[config.mk]
export PLATFORM = sky130hd
export DESIGN_NAME = alu_arbiter
export DESIGN_NICKNAME = d
export VERILOG_FILES = /design/src/rtl/alu_arbiter.sv
export SDC_FILE = /design/constraint.sdc
export NUM_CORES = 1
export LEC_CHECK = 0
export ABC_AREA = 1
export CORE_MARGIN = 10
export CORE_UTILIZATION = 27
export CTS_BUF_LIST = sky130_fd_sc_hd__clkbuf_16
export CTS_CLUSTER_DIAMETER = 50
export DETAILED_ROUTE_END_ITERATION = 8
export GPL_TIMING_DRIVEN = 0
export HOLD_SLACK_MARGIN = 0.12
export PLACE_DENSITY_LB_ADDON = 0.2
export SLEW_MARGIN = 20
export SYNTH_ARGS = -nofsm -noshare
export SYNTH_HDL_FRONTEND = slang
export SYNTH_SLANG_ARGS = --single-unit
[constraint.sdc]
create_clock -name clk -period 2.1 [get_ports clk]
set_input_delay 0.315 -clock clk [delete_from_list [all_inputs] [get_ports clk]]
set_output_delay 0.315 -clock clk [all_outputs]
set_load 0.1 [all_outputs]
[src/rtl/alu_arbiter.sv]
// ---------------------------------------------------------------------------
// alu_arbiter
// Shares one ALU_32 between two requesters. Ownership is granted with a
// round-robin tie-break. An owner is preempted after MAX_BURST accepted ops
// while the other side waits. When CLEAR_ON_SWITCH is set, every ownership
// change is preceded by one ALU_CLEAR cycle so that a new owner starts from
// an empty accumulator.
//
// Ports
//   clk, reset           clock (rising edge), asynchronous active-high reset
//   reqN, opN, bN        requester N: ownership request, ALU opcode, B operand
//   gntN                 requester N owns the ALU this cycle
//   rsp_validN           result of requester N's op from the previous cycle is
//                        on result/z
//   alu_instruction      opcode to ALU_32
//   alu_b                B operand to ALU_32
//   alu_a, alu_z         accumulator and zero flag from ALU_32
//   result, z            combinational pass-through of alu_a / alu_z
// ---------------------------------------------------------------------------
module alu_arbiter #(
  parameter int          MAX_BURST       = 8,
  parameter bit          CLEAR_ON_SWITCH = 1'b1,
  parameter logic [7:0]  ALU_CLEAR       = 8'd0,
  parameter logic [7:0]  ALU_NOP         = 8'd9
) (
  input  logic        clk,
  input  logic        reset,
  input  logic        req0,
  input  logic [7:0]  op0,
  input  logic [31:0] b0,
  output logic        gnt0,
  output logic        rsp_valid0,
  input  logic        req1,
  input  logic [7:0]  op1,
  input  logic [31:0] b1,
  output logic        gnt1,
  output logic        rsp_valid1,
  output logic [7:0]  alu_instruction,
  output logic [31:0] alu_b,
  input  logic [31:0] alu_a,
  input  logic        alu_z,
  output logic [31:0] result,
  output logic        z
);

  localparam logic [7:0] L_MAX_BURST = 8'(MAX_BURST);

  typedef enum logic [1:0] {
    S_IDLE   = 2'd0,
    S_SWITCH = 2'd1,
    S_OWN0   = 2'd2,
    S_OWN1   = 2'd3
  } state_t;

  state_t     r_state, w_state_nxt;
  logic       r_prio, w_prio_nxt;
  logic       r_next_owner, w_next_owner_nxt;
  logic [7:0] r_burst_cnt, w_burst_cnt_nxt;
  logic       r_rsp_valid0, r_rsp_valid1;

  logic       w_own1;       // index of the current owner when in an OWN state
  logic       w_req_own;
  logic       w_req_oth;
  logic       w_accept0;
  logic       w_accept1;
  logic       w_accept;
  logic [7:0] w_cnt_inc;
  logic       w_burst_hit;
  logic       w_grant_en;
  logic       w_grant_to;

  assign w_own1    = (r_state == S_OWN1);
  assign w_req_own = w_own1 ? req1 : req0;
  assign w_req_oth = w_own1 ? req0 : req1;
  assign w_accept0 = (r_state == S_OWN0) && (op0 != ALU_NOP);
  assign w_accept1 = (r_state == S_OWN1) && (op1 != ALU_NOP);
  assign w_accept  = w_accept0 || w_accept1;

  // Saturating burst count including this cycle's op. Preemption looks at this
  // value so the owner leaves right after its MAX_BURST-th accepted op rather
  // than getting one extra op in.
  assign w_cnt_inc   = (w_accept && (r_burst_cnt != L_MAX_BURST)) ?
                       (r_burst_cnt + 8'd1) : r_burst_cnt;
  assign w_burst_hit = (w_cnt_inc == L_MAX_BURST);

  // State register
  always_ff @(posedge clk or posedge reset) begin
    if (reset) begin
      r_state      <= S_IDLE;
      r_prio       <= 1'b0;
      r_next_owner <= 1'b0;
      r_burst_cnt  <= 8'd0;
      r_rsp_valid0 <= 1'b0;
      r_rsp_valid1 <= 1'b0;
    end else begin
      r_state      <= w_state_nxt;
      r_prio       <= w_prio_nxt;
      r_next_owner <= w_next_owner_nxt;
      r_burst_cnt  <= w_burst_cnt_nxt;
      r_rsp_valid0 <= w_accept0;
      r_rsp_valid1 <= w_accept1;
    end
  end

  // Next-state logic
  always_comb begin
    w_state_nxt      = r_state;
    w_prio_nxt       = r_prio;
    w_next_owner_nxt = r_next_owner;
    w_burst_cnt_nxt  = r_burst_cnt;
    w_grant_en       = 1'b0;
    w_grant_to       = 1'b0;

    case (r_state)
      S_IDLE: begin
        if (req0 || req1) begin
          w_grant_en = 1'b1;
          w_grant_to = (req0 && req1) ? r_prio : req1;
        end
      end
      S_SWITCH: begin
        w_state_nxt     = r_next_owner ? S_OWN1 : S_OWN0;
        w_burst_cnt_nxt = 8'd0;
      end
      default: begin  // S_OWN0 / S_OWN1
        w_burst_cnt_nxt = w_cnt_inc;
        if (!w_req_own || (w_burst_hit && w_req_oth)) begin
          if (w_req_oth) begin
            w_grant_en = 1'b1;
            w_grant_to = ~w_own1;
          end else begin
            w_state_nxt = S_IDLE;
          end
        end
      end
    endcase

    // Common grant path: flip priority away from the winner and either go
    // through the clear cycle or straight into ownership.
    if (w_grant_en) begin
      w_prio_nxt = ~w_grant_to;
      if (CLEAR_ON_SWITCH) begin
        w_state_nxt      = S_SWITCH;
        w_next_owner_nxt = w_grant_to;
      end else begin
        w_state_nxt     = w_grant_to ? S_OWN1 : S_OWN0;
        w_burst_cnt_nxt = 8'd0;
      end
    end
  end

  // Output logic
  always_comb begin
    gnt0            = 1'b0;
    gnt1            = 1'b0;
    alu_instruction = ALU_NOP;
    alu_b           = 32'd0;
    case (r_state)
      S_OWN0: begin
        gnt0            = 1'b1;
        alu_instruction = op0;
        alu_b           = b0;
      end
      S_OWN1: begin
        gnt1            = 1'b1;
        alu_instruction = op1;
        alu_b           = b1;
      end
      S_SWITCH: begin
        alu_instruction = ALU_CLEAR;
      end
      default: begin
        alu_instruction = ALU_NOP;
      end
    endcase
  end

  assign rsp_valid0 = r_rsp_valid0;
  assign rsp_valid1 = r_rsp_valid1;
  assign result     = alu_a;
  assign z          = alu_z;

endmodule

==> results of run 1 <==
## state kept, by name, summed over array words and instances, names as in the netlist
register,flops
rsp_valid0,1
r_next_owner,1
r_prio,1
r_state,2
r_burst_cnt,8
rsp_valid1,1
## final cells by class
type	instances	share of cell area, %
timing repair buffer	163	46.1
multi-input combinational	143	25.9
sequential	14	10.1
buffer	42	9.13
inverter	37	3.96
tap	72	2.57
clock buffer	3	2.14
clock inverter	1	0.107
## Yosys cell counts (2+ instances only)
cell / count / area (sq um)
nand2_2: 3 / 18.8
buf_1: 2 / 7.51
dfrtp_1: 14 / 350
nor3_1: 2 / 10.0
inv_1: 32 / 120
nand2_1: 45 / 169
a21oi_1: 2 / 10.0
buf_4: 34 / 255
xor2_1: 2 / 17.5
o22ai_1: 6 / 37.5
nand3_1: 17 / 85.1
o21ai_0: 2 / 10.0
inv_2: 5 / 18.8
a22o_1: 32 / 280
ha_1: 2 / 25.0
clkbuf_1: 5 / 18.8
a221o_1: 2 / 20.0
nor2_1: 21 / 78.8
## critical path, cell delays in order (launching register included)
cell and delay (ns):
dfrtp_2 0.42, inv_2 0.06, nor2_1 0.18, buf_6 0.18
buf_4 0.18, a22o_1 0.14, buf_4 0.29
## placed cells by master (no fill, tap or decap), drive strengths merged
master,instances
buf,82
a22o,32
nand4,1
o22ai,6
o21ai,3
xor2,2
clkbuf,8
a21oi,3
clkdlybuf4s50,115
a21boi,1
dlymetal6s2s,3
o21bai,1
nand3,18
nor2,21
nor3,2
a221o,2
inv,37
clkinv,1
dfrtp,14
o211ai,1
nand2,48
ha,2
## cell families after synthesis
| family | Yosys count | share of synthesized area [%] |
|---|---|---|
| adders and majority gates | 2 | 1.57 |
| and+or+nand+nor | 90 | 23.7 |
| xor gates and xnor gates | 2 | 1.10 |
| DFF | 14 | 21.9 |
| AOI/OAI and AO/OA | 49 | 24.7 |
| buffers and inverters | 79 | 27.0 |
## metrics by stage
step                      instance area, sq um  utilization (%)  hold slack (ns)
after global placement                    3340             59.6            0.455
after detailed placement                  3340             59.6            0.494
after floorplan                           1650                -            0.204
final                                     3510             62.6            0.405
after global routing                      3510             62.6            0.487
after CTS                                 3430             61.1            0.430
## worst paths after layout
path | start | end | slack [ns] | cells past startpoint
worst min register to register | r_next_owner | r_next_owner | 0.50 | 2
worst min-delay path | reset | r_burst_cnt[4] | 0.41 | 2
min in group clk | r_next_owner | r_next_owner | 0.50 | 2
worst max-delay path | r_state[1] | alu_b[19] | 0.09 | 6
max in group asynchronous | reset | r_state[0] | 1.31 | 2
worst max register to register | r_burst_cnt[0] | r_prio | 0.18 | 15
## per-layer routing
metal / track usage (%) / part of all wire [%] / vias to the layer above
met1: 16.3 / 35 / 973
met5: 0 / 0 / -
li1: - / - / 1087
met4: 1.92 / 0.72 / 0
met2: 31.2 / 54 / 113
met3: 6.74 / 9.6 / 4
## where the power goes
part | switching, mW | internal, mW | leakage [nW]
Combinational | 4.15 | 1.45 | 1.50
Clock | 0.105 | 0.251 | 0.0385
Sequential | 0.0901 | 0.368 | 0.180
## what timing repair did
item | 4_1_cts | 5_1_grt
pin swaps | 0 | 6
endpoints found under the setup margin | 43 | 45
cloned | 0 | 1
setup buffers | 0 | 2
gates resized for setup | 283 | 28
==> key figures, run 1 <==
Global route
  – Total gr overflow: 0
  – Total GRT Usage: 16.3%
  – Vias in the first global route: ~2200
  – Pin count of the biggest net entering global routing: 15
  – Antenna violations before repair: 0
  – Global-route wire length before repair: 12.5 mm

CTS
  – Clock buffer depth: 2
  – # H-tree levels: 1
  – Root Driver: clkbuf_16
  – Clk pin slew, worst setup/hold paths: ~0.050 ns
  – CTS tree: built
  – Num Clock Sinks: 14
  – Hold_buf cts: 0
  – Cts bufs inserted: 3
  – Worst-Skew Late Latency: 0.24 ns

Synth
  – Seq/Total Area, Yosys: 21.9%
  – Top FF cell, synth: dfrtp_1
  – Syn nets: 355
  – #FFs+latches synth: 14
  – Post-Syn Area per Cell: 6.76 sq um
  – Ys Warns: 0
  – Post-Syn Instances: 236
  – Post-synth EDFFs: 0
  – Library cells used by synthesis: 26
  – Syn Std Cell Area: 1600 sq um
  – Ys async rst share: 100%

Final layout
  – Net count, final: 523
  – Area of the multi-input gates: 910 sq um
  – N_diodes: 0
  – Reg area: around 350 sq um
  – Layout cell share with drive strength beyond 1: roughly a third
  – Post-Layout Cell Count: 475
  – # fillers: 520
  – Synth-to-Final Area Change: 120%

Critical path
  – WP data required: 1.78 ns
  – Worst Path Arrival: roughly 1.7 ns
  – Crit Path Max Fanout: 10
  – Startpoint class of the critical path: register
  – Critical Path End Type: primary output
  – CP Class: register to primary output

Timing
  – Worst slew margin: about 34%
  – RSZ-0062 raised after global routing: yes
  – Worst slew pin tran: about 0.99 ns
  – Fin crit share: 95.6%
  – Final setup vio count: 0
  – Crit path time final: 2.01 ns
  – Final Slew Violations: 0
  – Fin Setup TNS: 0 ns
  – Final clock skew: 0.00440 ns
  – Hold violation total from the final report: 0
  – Final worst slack: about 0.09 ns
  – FMAX: 0.498 GHz

Placed design
  – Placed insts: 468
  – # port buffers: 160
  – Hpwl dp: ~7.5 mm
  – Place WS: -0.980 ns
  – Final estimated routing congestion in global placement: ~0.86

Die
  – Die height: 96.9 microns
  – Initial Util: between 20 and 30%
  – I/O Pins: just under 200
  – Die area: 9390 sq um
  – Placeable core area: 5610 sq um
  – Row Count: 27
  – Chip Width: 96.9 microns

Routing
  – Via count: 2177
  – Iter 0 DRT Violations: 112
  – Wirelength per Cell: 17.8 microns
  – Drt pass-1 iters: 6
  – Detail-routed via count per cell: 4.58
  – DRC viols: 0
  – DRT Wirelength: 8.44 mm
  – Post-DRT Antenna Nets: 0

Power and ir drop
  – PwrDens: ~1800 nW/um^2
  – Peak supply drop: 0.00106 V
  – Total power: 6.41 mW
  – Leak: 1.72 nW

Flow run
  – Max_cap viols: 0

Status
  – Status: finished, final reports clean

Worst hold path
  – Hold Crit Class: input port to async pin
Note: power is estimated with default switching activity, not from simulation.
==> run 2, diff against run 1 <==
--- a/config.mk
+++ b/config.mk
@@ -6,14 +6,14 @@
 export NUM_CORES = 1
 export LEC_CHECK = 0
 export ABC_AREA = 1
+export ABC_CLOCK_PERIOD_IN_PS = 2100
 export CORE_MARGIN = 10
 export CORE_UTILIZATION = 27
 export CTS_BUF_LIST = sky130_fd_sc_hd__clkbuf_16
 export CTS_CLUSTER_DIAMETER = 50
 export DETAILED_ROUTE_END_ITERATION = 8
-export GPL_TIMING_DRIVEN = 0
 export HOLD_SLACK_MARGIN = 0.12
-export PLACE_DENSITY_LB_ADDON = 0.2
+export PLACE_DENSITY = 0.9
 export SLEW_MARGIN = 20
 export SYNTH_ARGS = -nofsm -noshare
 export SYNTH_HDL_FRONTEND = slang
==> run 2 against run 1 <==
The run now ends with setup timing left. Sequential cell count unchanged. Via count is 0.51% lower. Combinational power is 19% higher. Maximum frequency is 4.7% lower. Die area stayed put. Sequential share of layout area down 0.42 points. Worst setup slack lost 0.10 ns. Clock-buffer cell count is the same. Global-route usage increased by 0.88 points. Clock skew grew 0.0035 ns. Highest routed layer unchanged.
==> key figures, run 2 (synthesized netlist as in run 1, its figures left out) <==
Power and ir drop
  – Leak: 1.75 nW (was 1.72 nW)
  – Total power: 7.48 mW (was 6.41 mW)
  – Peak supply drop: 0.00161 V (was 0.00106 V)
  – PwrDens: 2050 nW/um^2 (was 1830 nW/um^2)

Global route
  – Global-route wire length before repair: 13.2 mm (was 12.5 mm)
  – Total GRT Usage: 17.2% (was 16.3%)
  – Total gr overflow: 0 (unchanged)
  – Pin count of the biggest net entering global routing: 38 (was 15)
  – Antenna violations before repair: 0 (unchanged)
  – Vias in the first global route: 2220 (was 2214)

Critical path
  – Critical-path cell list: inv_2 -> nor2_4 -> buf_12 -> buf_4 -> a221o_1 -> buf_12 (was inv_2 -> nor2_1 -> buf_6 -> buf_4 -> a22o_1 -> buf_4)
  – Critical Path End Type: primary output (unchanged)
  – CP Class: register to primary output (unchanged)
  – Slowest Stage Delay on Critical Path: 0.45 ns (was 0.42 ns)
  – Startpoint class of the critical path: register (unchanged)
  – Worst Path Arrival: 1.79 ns (was 1.69 ns)
  – Crit Path Max Fanout: 18 (was 10)
  – Buf/Inv on CP: 4 (unchanged)
  – Most used cell, CP: buf_12 (was buf_4)
  – WP data required: 1.78 ns (about the same)
  – Family with the most delay on the worst path: buffers and inverters (unchanged)
  – Slowest CP cell: dfrtp_1 (was dfrtp_2)

Final layout
  – Max reg flops: 8 (unchanged)
  – N_diodes: 0 (unchanged)
  – Commonest non-fill, non-tap cells in the layout: 72 x clkdlybuf4s50_1, 43 x buf_12, 37 x nand2_1, 32 x buf_4, 23 x inv_1 (was 115 x clkdlybuf4s50_1, 48 x buf_4, 42 x nand2_1, 28 x buf_6, 27 x inv_1)
  – Most common cell after layout, fill and taps aside: clkdlybuf4s50_1 (unchanged)
  – Synth-to-Final Area Change: 129% (was 120%)
  – Cell area after layout: 3650 sq um (was 3510 sq um)
  – # fillers: 376 (was 520)
  – Biggest registers after layout: r_burst_cnt x8, r_state x2 (unchanged)
  – Layout cell share with drive strength beyond 1: 38.7% (was 32.8%)
  – Finished Core Util: 65.1% (was 62.6%)
  – Most flop-heavy register: r_burst_cnt (unchanged)
  – Net count, final: 480 (was 523)
  – Post-Layout Cell Count: 431 (was 475)

Timing
  – Final worst slack: -0.00766 ns (was 0.0921 ns)
  – WHS: 0.416 ns (was 0.405 ns)
  – Worst slew pin tran: 0.747 ns (was 0.987 ns)
  – FMAX: 0.474 GHz (was 0.498 GHz)
  – Final Slew Violations: 0 (unchanged)
  – Fin Setup TNS: -0.0162 ns (was 0 ns)
  – Final clock skew: 0.00792 ns (was 0.00440 ns)
  – Final setup vio count: 3 (was 0)
  – Worst slew margin: 50.0% (was 34.0%)
  – Crit path time final: 2.11 ns (was 2.01 ns)
  – Fin crit share: 100% (was 95.6%)
  – Hold violation total from the final report: 0 (unchanged)

Status
  – Status: finished with violations (was finished, final reports clean)
  – Failing checks: setup timing

Placed design
  – Placed cell areas: 3340 sq um (about the same)
  – Place WS: -0.300 ns (was -0.980 ns)
  – # port buffers: 127 (was 160)
  – Placed insts: 419 (was 468)
  – Final estimated routing congestion in global placement: 0.890 (was 0.865)
  – Hpwl dp: 7.56 mm (was 7.48 mm)

CTS
  – Clock buffer depth: 2 (unchanged)
  – Clk pin slew, worst setup/hold paths: 0.05 ns (about the same)
  – Num Clock Sinks: 14 (unchanged)
  – CTS tree: built (unchanged)
  – # H-tree levels: 1 (unchanged)
  – Hold_buf cts: 0 (unchanged)
  – Root Driver: clkbuf_16 (unchanged)
  – Cts bufs inserted: 3 (unchanged)
  – Worst-Skew Late Latency: 0.25 ns (was 0.24 ns)

Die
  – Die area: 9390 sq um (unchanged)
  – Placeable core area: 5610 sq um (unchanged)
  – Chip Width: 96.9 microns (unchanged)
  – Row Count: 27 (unchanged)
  – Initial Util: 28.5% (unchanged)
  – Die height: 96.9 microns (unchanged)
  – I/O Pins: 194 (unchanged)

Routing
  – Detail-routed via count per cell: 5.03 (was 4.58)
  – DRT Wirelength: 9.69 mm (was 8.44 mm)
  – Via count: 2166 (was 2177)
  – DRC viols: 0 (unchanged)
  – Iter 0 DRT Violations: 216 (was 112)
  – Wirelength per Cell: 22.5 microns (was 17.8 microns)
  – Drt pass-1 iters: 4 (was 6)
  – Post-DRT Antenna Nets: 0 (unchanged)

Flow run
  – Max_cap viols: 0 (unchanged)

Worst hold path
  – Hold Crit Class: input port to async pin (unchanged)
[run 2: changes by cell type in the layout (fill, tap and decap cells not counted), moves of 4 or more]
cell,delta
buf_12,+43
clkdlybuf4s50_1,-43
buf_6,-25
buf_4,-16
dlymetal6s2s_1,+8
nand2_2,+6
buf_2,-5
nand2_1,-5
nor2_1,-5
clkbuf_4,-4
inv_1,-4
nor2_2,+4
[run 2: final cells by class]
type                            instances  area (sq um)  share of cell area [%]
Timing Repair Buffer                  162          2020                    55.3
Tap cell                               72          90.1                    2.47
Sequential cell                        14           352                    9.63
Multi-Input combinational cell        143           973                    26.7
Clock buffer                            3          75.1                    2.06
Inverter                               37           143                    3.91
[run 2: worst reg2reg max path, cell delays in order (launching register included)]
cell and delay (ns):
dfrtp_1 0.45, inv_2 0.09, nor2_4 0.19, nand2_2 0.11
nand2_4 0.13, buf_4 0.13, nand3_1 0.08, nand2_1 0.13
nand2_2 0.07, nor2_2 0.12, nand3_2 0.10, nand2_4 0.12
nand2_1 0.06, nand2_1 0.09, nand3_2 0.08, nand2_1 0.06
[run 2: power breakdown]
group | switching (mW) | leakage (nW) | internal, mW
Combinational | 4.29 | 1.53 | 2.37
Clock | 0.107 | 0.0370 | 0.249
Sequential | 0.103 | 0.181 | 0.366
Total | 4.50 | 1.75 | 2.99
[run 2: path summary, 6_finish.rpt]
kind	start	end	depth (start not counted)	slack (ns)
max in group asynchronous	reset	r_state[0]	2	1.28
setup reg to reg	r_state[1]	r_prio	15	0.03
min in group clk	r_next_owner	r_next_owner	2	0.47
hold reg to reg	r_next_owner	r_next_owner	2	0.47
hold / removal	reset	r_burst_cnt[4]	2	0.42
setup / recovery	r_state[1]	alu_instruction[3]	6	-0.008
[run 2: per-layer routing]
metal  GRT usage [%]  vias to the layer above  wire length, microns
li1                -                      994                     -
met1            15.8                     1030                  3110
met2            34.4                      118                  5580
met3            6.03                       24                   800
met4            4.17                        0                   195
met5               0                        -                     0
[run 2: what timing repair did]
item / in CTS / in global routing
buffers inserted: 1 / 7
setup endpoints to repair: 3 / 26
gates cloned: 0 / 1
pin swaps: 2 / 18
hold endpoints to repair: 0 / 0
resized for setup: 1 / 50
